<file path="src/rtl/vga_timing_generator_if.sv">
// Raster timing bundle from vga_timing_generator to the colour driver and frame consumers.
interface vga_timing_if;
  logic [9:0] current_row;
  logic [9:0] current_line;
  logic       enable;
  logic       hsync;
  logic       vsync;
  logic       pixel_tick;
  logic       frame_start;

  modport master (
    output current_row, current_line, enable, hsync, vsync, pixel_tick, frame_start
  );
  modport slave (
    input  current_row, current_line, enable, hsync, vsync, pixel_tick, frame_start
  );
endinterface

</file>
<file path="src/rtl/vga_timing_generator.sv">
// 640x480@60 raster timing: prescaled pixel tick, x/y counters, enable, active-low syncs, frame_start.
// Optional VGA_SYNC_DELAY_EN: one extra clk_in register on hsync/vsync to line up with a registered colour path.
module vga_timing_generator #(
  parameter int CLK_DIV  = 4,
  parameter int H_ACTIVE = 640,
  parameter int H_FP     = 16,
  parameter int H_SYNC   = 96,
  parameter int H_BP     = 48,
  parameter int V_ACTIVE = 480,
  parameter int V_FP     = 10,
  parameter int V_SYNC   = 2,
  parameter int V_BP     = 33
) (
  input  logic         clk_in,
  input  logic         reset,
  vga_timing_if.master vid
);
  localparam int H_TOTAL = H_ACTIVE + H_FP + H_SYNC + H_BP;
  localparam int V_TOTAL = V_ACTIVE + V_FP + V_SYNC + V_BP;
  localparam int DIV_W   = (CLK_DIV > 1) ? $clog2(CLK_DIV) : 1;

  localparam logic [DIV_W-1:0] DIV_LAST = DIV_W'(CLK_DIV - 1);
  localparam logic [9:0] H_LAST = 10'(H_TOTAL - 1);
  localparam logic [9:0] V_LAST = 10'(V_TOTAL - 1);
  localparam logic [9:0] H_ACT  = 10'(H_ACTIVE);
  localparam logic [9:0] V_ACT  = 10'(V_ACTIVE);
  localparam logic [9:0] HS_BEG = 10'(H_ACTIVE + H_FP);
  localparam logic [9:0] HS_END = 10'(H_ACTIVE + H_FP + H_SYNC);
  localparam logic [9:0] VS_BEG = 10'(V_ACTIVE + V_FP);
  localparam logic [9:0] VS_END = 10'(V_ACTIVE + V_FP + V_SYNC);

  logic [DIV_W-1:0] div_cnt;
  logic             tick;
  logic [9:0]       h_q, v_q, h_nxt, v_nxt;
  logic             en_q, hs_q, vs_q, pt_q, fs_q;
  logic             en_nxt, hs_nxt, vs_nxt, fs_nxt;

  assign tick = (div_cnt == DIV_LAST);

  // Decodes are taken from the next position so every output register
  // describes the same pixel as the counters after the tick edge.
  always_comb begin
    h_nxt = (h_q == H_LAST) ? 10'd0 : h_q + 10'd1;
    v_nxt = v_q;
    if (h_q == H_LAST)
      v_nxt = (v_q == V_LAST) ? 10'd0 : v_q + 10'd1;
    en_nxt = (h_nxt < H_ACT) && (v_nxt < V_ACT);
    hs_nxt = !((h_nxt >= HS_BEG) && (h_nxt < HS_END));
    vs_nxt = !((v_nxt >= VS_BEG) && (v_nxt < VS_END));
    fs_nxt = (h_nxt == 10'd0) && (v_nxt == 10'd0);
  end

  // Reset parks the raster on its last position so the first tick lands on (0,0).
  always_ff @(posedge clk_in or posedge reset) begin
    if (reset) begin
      div_cnt <= '0;
      h_q     <= H_LAST;
      v_q     <= V_LAST;
      en_q    <= 1'b0;
      hs_q    <= 1'b1;
      vs_q    <= 1'b1;
      pt_q    <= 1'b0;
      fs_q    <= 1'b0;
    end else begin
      div_cnt <= tick ? '0 : div_cnt + 1'b1;
      pt_q    <= tick;
      fs_q    <= tick && fs_nxt;
      if (tick) begin
        h_q  <= h_nxt;
        v_q  <= v_nxt;
        en_q <= en_nxt;
        hs_q <= hs_nxt;
        vs_q <= vs_nxt;
      end
    end
  end

`ifdef VGA_SYNC_DELAY_EN
  logic hs_d, vs_d;

  always_ff @(posedge clk_in or posedge reset) begin
    if (reset) begin
      hs_d <= 1'b1;
      vs_d <= 1'b1;
    end else begin
      hs_d <= hs_q;
      vs_d <= vs_q;
    end
  end

  assign vid.hsync = hs_d;
  assign vid.vsync = vs_d;
`else
  assign vid.hsync = hs_q;
  assign vid.vsync = vs_q;
`endif

  assign vid.current_row  = h_q;
  assign vid.current_line = v_q;
  assign vid.enable       = en_q;
  assign vid.pixel_tick   = pt_q;
  assign vid.frame_start  = fs_q;
endmodule

</file>
<file path="src/flat_wrapper.sv">
// flat-port wrapper written by rule: the top's interface ports become plain ports
module vga_timing_generator_flat 
#(
  parameter int CLK_DIV  = 4,
  parameter int H_ACTIVE = 640,
  parameter int H_FP     = 16,
  parameter int H_SYNC   = 96,
  parameter int H_BP     = 48,
  parameter int V_ACTIVE = 480,
  parameter int V_FP     = 10,
  parameter int V_SYNC   = 2,
  parameter int V_BP     = 33
)
  (clk_in, reset, vid_current_row, vid_current_line, vid_enable, vid_hsync, vid_vsync, vid_pixel_tick, vid_frame_start);
  vga_timing_if vid_i ();
  input  logic clk_in;
  input  logic reset;
  output wire logic [$bits(vid_i.current_row)-1:0] vid_current_row;
  output wire logic [$bits(vid_i.current_line)-1:0] vid_current_line;
  output wire logic [$bits(vid_i.enable)-1:0] vid_enable;
  output wire logic [$bits(vid_i.hsync)-1:0] vid_hsync;
  output wire logic [$bits(vid_i.vsync)-1:0] vid_vsync;
  output wire logic [$bits(vid_i.pixel_tick)-1:0] vid_pixel_tick;
  output wire logic [$bits(vid_i.frame_start)-1:0] vid_frame_start;
  assign vid_current_row = vid_i.current_row;
  assign vid_current_line = vid_i.current_line;
  assign vid_enable = vid_i.enable;
  assign vid_hsync = vid_i.hsync;
  assign vid_vsync = vid_i.vsync;
  assign vid_pixel_tick = vid_i.pixel_tick;
  assign vid_frame_start = vid_i.frame_start;
  vga_timing_generator #(.CLK_DIV(CLK_DIV), .H_ACTIVE(H_ACTIVE), .H_FP(H_FP), .H_SYNC(H_SYNC), .H_BP(H_BP), .V_ACTIVE(V_ACTIVE), .V_FP(V_FP), .V_SYNC(V_SYNC), .V_BP(V_BP)) u_core (.clk_in(clk_in), .reset(reset), .vid(vid_i));
endmodule
</file>
<file path="config.mk">
export PLATFORM = sky130hd
export DESIGN_NAME = vga_timing_generator_flat
export DESIGN_NICKNAME = d
export VERILOG_FILES = /design/src/rtl/vga_timing_generator_if.sv /design/src/rtl/vga_timing_generator.sv /design/src/flat_wrapper.sv
export SDC_FILE = /design/constraint.sdc
export NUM_CORES = 1
export LEC_CHECK = 0
export ABC_AREA = 0
export BUFFER_PORTS_ARGS = -buffer_cell sky130_fd_sc_hd__buf_2
export CAP_MARGIN = 15
export CORE_MARGIN = 2
export CORE_UTILIZATION = 57
export DETAILED_ROUTE_END_ITERATION = 8
export PLACE_DENSITY_LB_ADDON = 0.08
export SYNTH_ARGS = -nofsm -noshare
export SYNTH_HDL_FRONTEND = slang
export SYNTH_SLANG_ARGS = --single-unit
</file>
<file path="constraint.sdc">
create_clock -name clk_in -period 3 [get_ports clk_in]
set_input_delay 0.6 -clock clk_in [delete_from_list [all_inputs] [get_ports clk_in]]
set_output_delay 0.6 -clock clk_in [all_outputs]
set_load 0.02 [all_outputs]
</file>
==> flow_summary.json, run 1 <==
{
  "synth_seq_area_share_pct": 36.53,
  "layout_common_cells": "26 x buf_2, 25 x nand2_1, 19 x nor2_1",
  "grt_pass1_vias": 1532,
  "numCtsBuffers": 3,
  "grt_pass1_wl_um": 7224,
  "vias": 1690,
  "drt-total-wl_um": 4548,
  "ant_nets": 0,
  "cts_resized": 0,
  "die-height_um": 61.59,
  "fmax_mhz": 357.5,
  "die_w_um": 61.59,
  "cts_setup_buffers": 0,
  "syn_area_um2": 1891,
  "grt_use_total_pct": 25.92,
  "postLayoutCellArea_um2": 2038,
  "clock_skew_ps": 9.079,
  "diodes": 0,
  "yosys.area.top_type": "dfrtp_1",
  "irDropWorstVdd_v": 0.0002718,
  "synth-seq-cells": 27,
  "crit_type": "flop to flop",
  "max-clock-path-buffers": 2,
  "hpwl_um": 3302,
  "cts_max_level": 1,
  "critPathRequiredTime_ps": 3270,
  "path_max_fanout": 9,
  "start_util_pct": 60.93,
  "status": "completed",
  "synth-async-reset-ratio_pct": 100.0,
  "place_congestion": 0.9025,
  "final_core_util_pct": 65.69,
  "cts_root_buffer": "clkbuf_4",
  "fin_nets": 240,
  "drc": 0,
  "synth_cells": 216,
  "post-route-period-util_pct": 93.25,
  "layout-drive-gt1-share_pct": 25.86,
  "cp.arrival_ps": 3060,
  "grt_max_degree": 28,
  "post_drt_wl_per_cell_um": 16.48,
  "worst_setup_path_end_kind": "flop",
  "drt-initial-drc-count": 96,
  "clkLatencyLatePin_ps": 330,
  "max_slew.worst_pin.slew_ps": 564.0,
  "synth_cell_types": 56,
  "cap_viol_max_count": 0,
  "synthFlopType": "dfrtp_1",
  "rsz0062_at_grt": "false",
  "area_growth_pct": 7.809,
  "portBuffers": 26,
  "cts_sinks": 27,
  "viasPerCell": 6.123,
  "place_area_um2": 1981,
  "firstDrtPassIters": 5,
  "boundaryPins": 27,
  "power_leakage_nw": 0.8062,
  "slew_viol_final": 0,
  "core_area_um2": 3103,
  "worstSetupStartpointType": "flop",
  "synth_top_cell_area_share_pct": 19.85,
  "hold_viol": 0,
  "layout_commonest_cell": "buf_2",
  "power-per-cell-area_nw_per_um2": 262.9,
  "syn_nets": 223,
  "timing.slew.headroom_pct": 62.08,
  "rows": 20,
  "hp-class": "input pin to asynchronous set/reset pin",
  "avgSynthCellArea_um2": 8.753,
  "finalSetupViolations": 0,
  "antenna_found_initial": 0,
  "die_area_um2": 3793,
  "tns_ps": 0,
  "synthTopCellsByArea": "dfrtp_1 20%, dfstp_2 17%, xnor2_1 5.1%",
  "grt-ovfl-total": 0,
  "tritoncts": "built",
  "clk_pin_slew_ps": 150,
  "finalCriticalPeriod_ps": 2797,
  "synth_warnings": 0,
  "cts_hold_buf": 0,
  "synth_edf_count": 0
}
[flip-flops by register name, indices dropped and copies added (netlist names)]
signal                   count
u_core.vid.pixel_tick        1
u_core.vid.vsync             1
u_core.div_cnt               2
u_core.vid.hsync             1
u_core.vid.current_row      10
u_core.vid.enable            1
u_core.vid.current_line     10
u_core.vid.frame_start       1
[routing by layer]
metal | track usage, % | wire length (µm) | vias to the layer above
li1 | - | - | 820
met1 | 33.73 | 2011 | 812
met2 | 43.46 | 2278 | 50
met3 | 2.521 | 175 | 8
met4 | 11.85 | 82 | 0
met5 | 0 | 0 | -
[cell usage after synthesis, drive strengths merged (2+ instances only)]
library cell,number
and2,3
and3,5
ha,5
a2111oi,2
o31ai,2
xnor2,11
mux2i,2
dfrtp,15
o31a,2
buf,4
dfstp,12
nor2,19
mux2,4
or4,3
nor3,9
a31oi,5
inv,7
nor4,2
nand2,25
nand4,4
o22ai,2
a311oi,2
clkbuf,14
o21ai,12
nand4b,2
nand3,8
xor2,3
a21oi,11
[per-stage QoR]
stage               instances  hold WS (ps)  worst slack, ps  power, mW
finish                    276         129.4            202.6     0.5359
global route              276         110.5            72.92     0.5557
CTS                       275         441.5            222.3     0.5380
detailed placement        271         420.8            259.6     0.3791
global placement          271         414.0            349.0     0.3786
floorplan                 216         403.1            260.9     0.3763
[worst max-delay path, stage by stage, from the launching register on]
cell and delay, ps:
dfrtp_1 500, inv_1 130, ha_1 150, or4b_1 450
or4_1 620, o22ai_2 220, o21ai_2 90, a211o_1 250
o32a_1 330
[power breakdown]
group          internal, mW  switching (mW)  leakage [nW]  total (mW)
Sequential            0.365               0         0.325       0.365
Clock                0.0510           0.108        0.0139       0.159
Combinational       0.00421         0.00801         0.467      0.0122
Total                 0.420           0.116         0.806       0.536
[final timing paths]
check	start	end	slack [ps]	cells past startpoint
min in group clk_in	u_core.div_cnt[0]$_DFF_PP0_	u_core.div_cnt[0]$_DFF_PP0_	440	1
max in group asynchronous	reset	u_core.vid.hsync$_DFFE_PP1P_	2410	3
worst min-delay path	reset	u_core.vid.pixel_tick$_DFF_PP0_	130	2
worst max register to register	u_core.vid.current_line[1]$_DFFE_PP0P_	u_core.vid.vsync$_DFFE_PP1P_	200	8
worst max-delay path	u_core.vid.current_line[1]$_DFFE_PP0P_	u_core.vid.vsync$_DFFE_PP1P_	200	8
worst min register to register	u_core.div_cnt[0]$_DFF_PP0_	u_core.div_cnt[0]$_DFF_PP0_	440	1
[final cells by class]
type                            instances  area (µm²)
Clock buffer                            3       22.52
Clock inverter                          1       7.507
Fill cell                             283        1065
Inverter                                7       26.28
Multi-Input combinational cell        164        1056
Sequential cell                        27       690.7
Tap cell                               44       55.05
Timing Repair Buffer                   30       180.2
[logic make-up (layout without fill, tap and decap cells)]
| logic type | count (synthesis) | count (layout) | share of synthesized area, % |
|---|---|---|---|
| AO/OA/AOI/OAI | 49 | 49 | 17.47 |
| flip-flops | 27 | 27 | 36.53 |
| AND/OR/NAND/NOR | 90 | 90 | 25.15 |
| XOR/XNOR | 14 | 14 | 6.486 |
| buffers and inverters | 25 | 41 | 7.611 |
| adder cells (fa/ha/maj) | 5 | 5 | 3.309 |
| multiplexers | 6 | 6 | 3.441 |
(Power assumes the default switching activity.)
==> run 2: changes to the inputs <==
--- a/config.mk
+++ b/config.mk
@@ -9,7 +9,8 @@
 export BUFFER_PORTS_ARGS = -buffer_cell sky130_fd_sc_hd__buf_2
 export CAP_MARGIN = 15
 export CORE_MARGIN = 2
-export CORE_UTILIZATION = 57
+export CORE_UTILIZATION = 53
+export CTS_BUF_LIST = sky130_fd_sc_hd__clkbuf_2 sky130_fd_sc_hd__clkbuf_4 sky130_fd_sc_hd__clkbuf_8
 export DETAILED_ROUTE_END_ITERATION = 8
 export PLACE_DENSITY_LB_ADDON = 0.08
 export SYNTH_ARGS = -nofsm -noshare
==> constraint.sdc (replaced) <==
create_clock -name clk_in -period 2.52 [get_ports clk_in]
set_input_delay 0.504 -clock clk_in [delete_from_list [all_inputs] [get_ports clk_in]]
set_output_delay 0.504 -clock clk_in [all_outputs]
set_load 0.02 [all_outputs]
==> flow_summary.json, run 2 (synthesis results as in run 1) <==
{
  "vias": 1765,
  "place_area_um2": 2105,
  "post_drt_wl_per_cell_um": 15.96,
  "final.setup.worst_slack_ps": 122.1,
  "antenna_found_initial": 0,
  "cap_viol_max_count": 0,
  "hp-class": "input pin to asynchronous set/reset pin",
  "finalCriticalPeriod_ps": 2398,
  "cts_max_level": 1,
  "fin_nets": 255,
  "grt_pass1_wl_um": 7997,
  "drt-initial-drc-count": 185,
  "hpwl_um": 3460,
  "rr_endpoint": "u_core.vid.vsync$_DFFE_PP1P_",
  "path_max_fanout": 3,
  "hold_viol": 0,
  "rows": 21,
  "clk_pin_slew_ps": 150,
  "clkLatencyLatePin_ps": 330,
  "power_leakage_nw": 0.8837,
  "firstDrtPassIters": 4,
  "finalSetupViolations": 0,
  "multiInputGateArea_um2": 1079,
  "portBuffers": 26,
  "critPathRequiredTime_ps": 2800,
  "regToRegStartpoint": "u_core.vid.current_line[1]$_DFFE_PP0P_",
  "regArea_um2": 691.9,
  "power-per-cell-area_nw_per_um2": 300.8,
  "cp.arrival_ps": 2680,
  "diodes": 0,
  "layout_commonest_cell": "buf_2",
  "reg2reg_slack_ps": 120,
  "cts_sinks": 27,
  "path_delay_family": "simple AND/OR/NAND/NOR gates",
  "drc": 0,
  "layout_common_cells": "26 x buf_2, 25 x nand2_1, 19 x nor2_1, 19 x buf_4, 14 x dfrtp_1",
  "max_slew.worst_pin.slew_ps": 499.0,
  "tritoncts": "built",
  "ant_nets": 0,
  "cp_num_buf_inv": 1,
  "crit_path_top_delay_cell": "or4b_4",
  "grt-ovfl-total": 0,
  "timing.slew.headroom_pct": 66.48,
  "die_area_um2": 4061,
  "die_w_um": 63.73,
  "clock_skew_ps": 11.35,
  "post-route-period-util_pct": 95.16,
  "irDropWorstVdd_v": 0.0002154,
  "core_area_um2": 3390,
  "max-clock-path-buffers": 2,
  "slew_viol_final": 0,
  "rsz0062_at_grt": "false",
  "postLayoutCellArea_um2": 2157,
  "cts_resized": 0,
  "worstSetupStartpointType": "flop",
  "grt_use_total_pct": 24.99,
  "boundaryPins": 27,
  "grt_pass1_vias": 1665,
  "drt-total-wl_um": 4677,
  "worst_setup_path_end_kind": "flop",
  "area_growth_pct": 14.10,
  "layout-drive-gt1-share_pct": 33.20,
  "fmax_mhz": 417.0,
  "worst-r2r-cell-count": 8,
  "cts_setup_buffers": 0,
  "crit_chain": "inv_1, ha_1, or4b_4, or4_4, o22ai_2, o21ai_2, a211o_1, o32a_1",
  "status": "completed",
  "max_stage_delay_ps": 470,
  "cts_root_buffer": "clkbuf_4",
  "viasPerCell": 6.024,
  "place_congestion": 0.9655,
  "fill_cells": 305,
  "cts_hold_buf": 0,
  "dp_slack_ps": 86.22,
  "die-height_um": 63.73,
  "crit_type": "flop to flop",
  "numCtsBuffers": 3,
  "start_util_pct": 55.78,
  "grt_max_degree": 19
}
[run 2: cell count changes in the layout (fill, tap and decap cells not counted), sizes merged]
cell      change
clkbuf        +1
clkinvlp      -1
buf          +15
[run 2: per-stage QoR]
stage          cells  util (%)  TNS [ps]  hold slack, ps  total power, mW
2_1_floorplan    216         -    -95.36           403.1           0.4479
5_1_grt          293     63.64         0           170.8           0.6837
4_1_cts          293     62.98         0           176.7           0.6619
3_3_place_gp     289     62.09         0           413.7           0.4524
6_report         293     63.64         0           161.0           0.6489
3_5_place_dp     289     62.09         0           425.6           0.4533
[run 2: per-layer routing]
layer	GRT usage [%]	vias to the layer above	wire (µm)
li1	-	841	-
met1	33.03	847	2081
met2	41.45	62	2224
met3	3.036	15	244
met4	10.05	0	127
met5	0	-	0
[run 2: area by class of cell]
type | instances | area share, %
well taps | 46 | 2.668
multi-input cells | 164 | 50.00
clock buffers | 4 | 1.392
repair buffers | 45 | 12.65
flip-flops and latches | 27 | 32.08
inverters | 7 | 1.218
[run 2: power breakdown]
part           switching [mW]  leakage [nW]  internal [mW]  total [mW]
registers                   0         0.323          0.435       0.435
logic                 0.00885         0.542        0.00164      0.0105
clock network           0.131        0.0184         0.0728       0.204
total                   0.140         0.884          0.509       0.649
[run 2: how the worst max path moves through the flow]
stage / slack [ps] / startpoint / cells after the start / to
after floorplan: -80 / u_core.vid.current_line[0]$_DFFE_PP0P_ / 10 / u_core.vid.vsync$_DFFE_PP1P_
after global placement: 140 / u_core.vid.current_line[1]$_DFFE_PP0P_ / 8 / u_core.vid.vsync$_DFFE_PP1P_
after detailed placement: 90 / u_core.vid.current_line[1]$_DFFE_PP0P_ / 9 / u_core.vid.frame_start$_DFF_PP0_
after CTS: 60 / u_core.vid.current_line[1]$_DFFE_PP0P_ / 9 / u_core.vid.frame_start$_DFF_PP0_
after global routing: 10 / u_core.vid.current_line[1]$_DFFE_PP0P_ / 8 / u_core.vid.vsync$_DFFE_PP1P_
final: 120 / u_core.vid.current_line[1]$_DFFE_PP0P_ / 8 / u_core.vid.vsync$_DFFE_PP1P_
[run 2: worst reg2reg max path, delay by kind of cell, from the launching register on]
| kind | cells | cell delay [ps] |
|---|---|---|
| fa+ha+maj | 1 | 140 |
| simple gates | 2 | 910 |
| compound gates | 4 | 820 |
| buf+inv | 1 | 90 |
| flops | 1 | 400 |
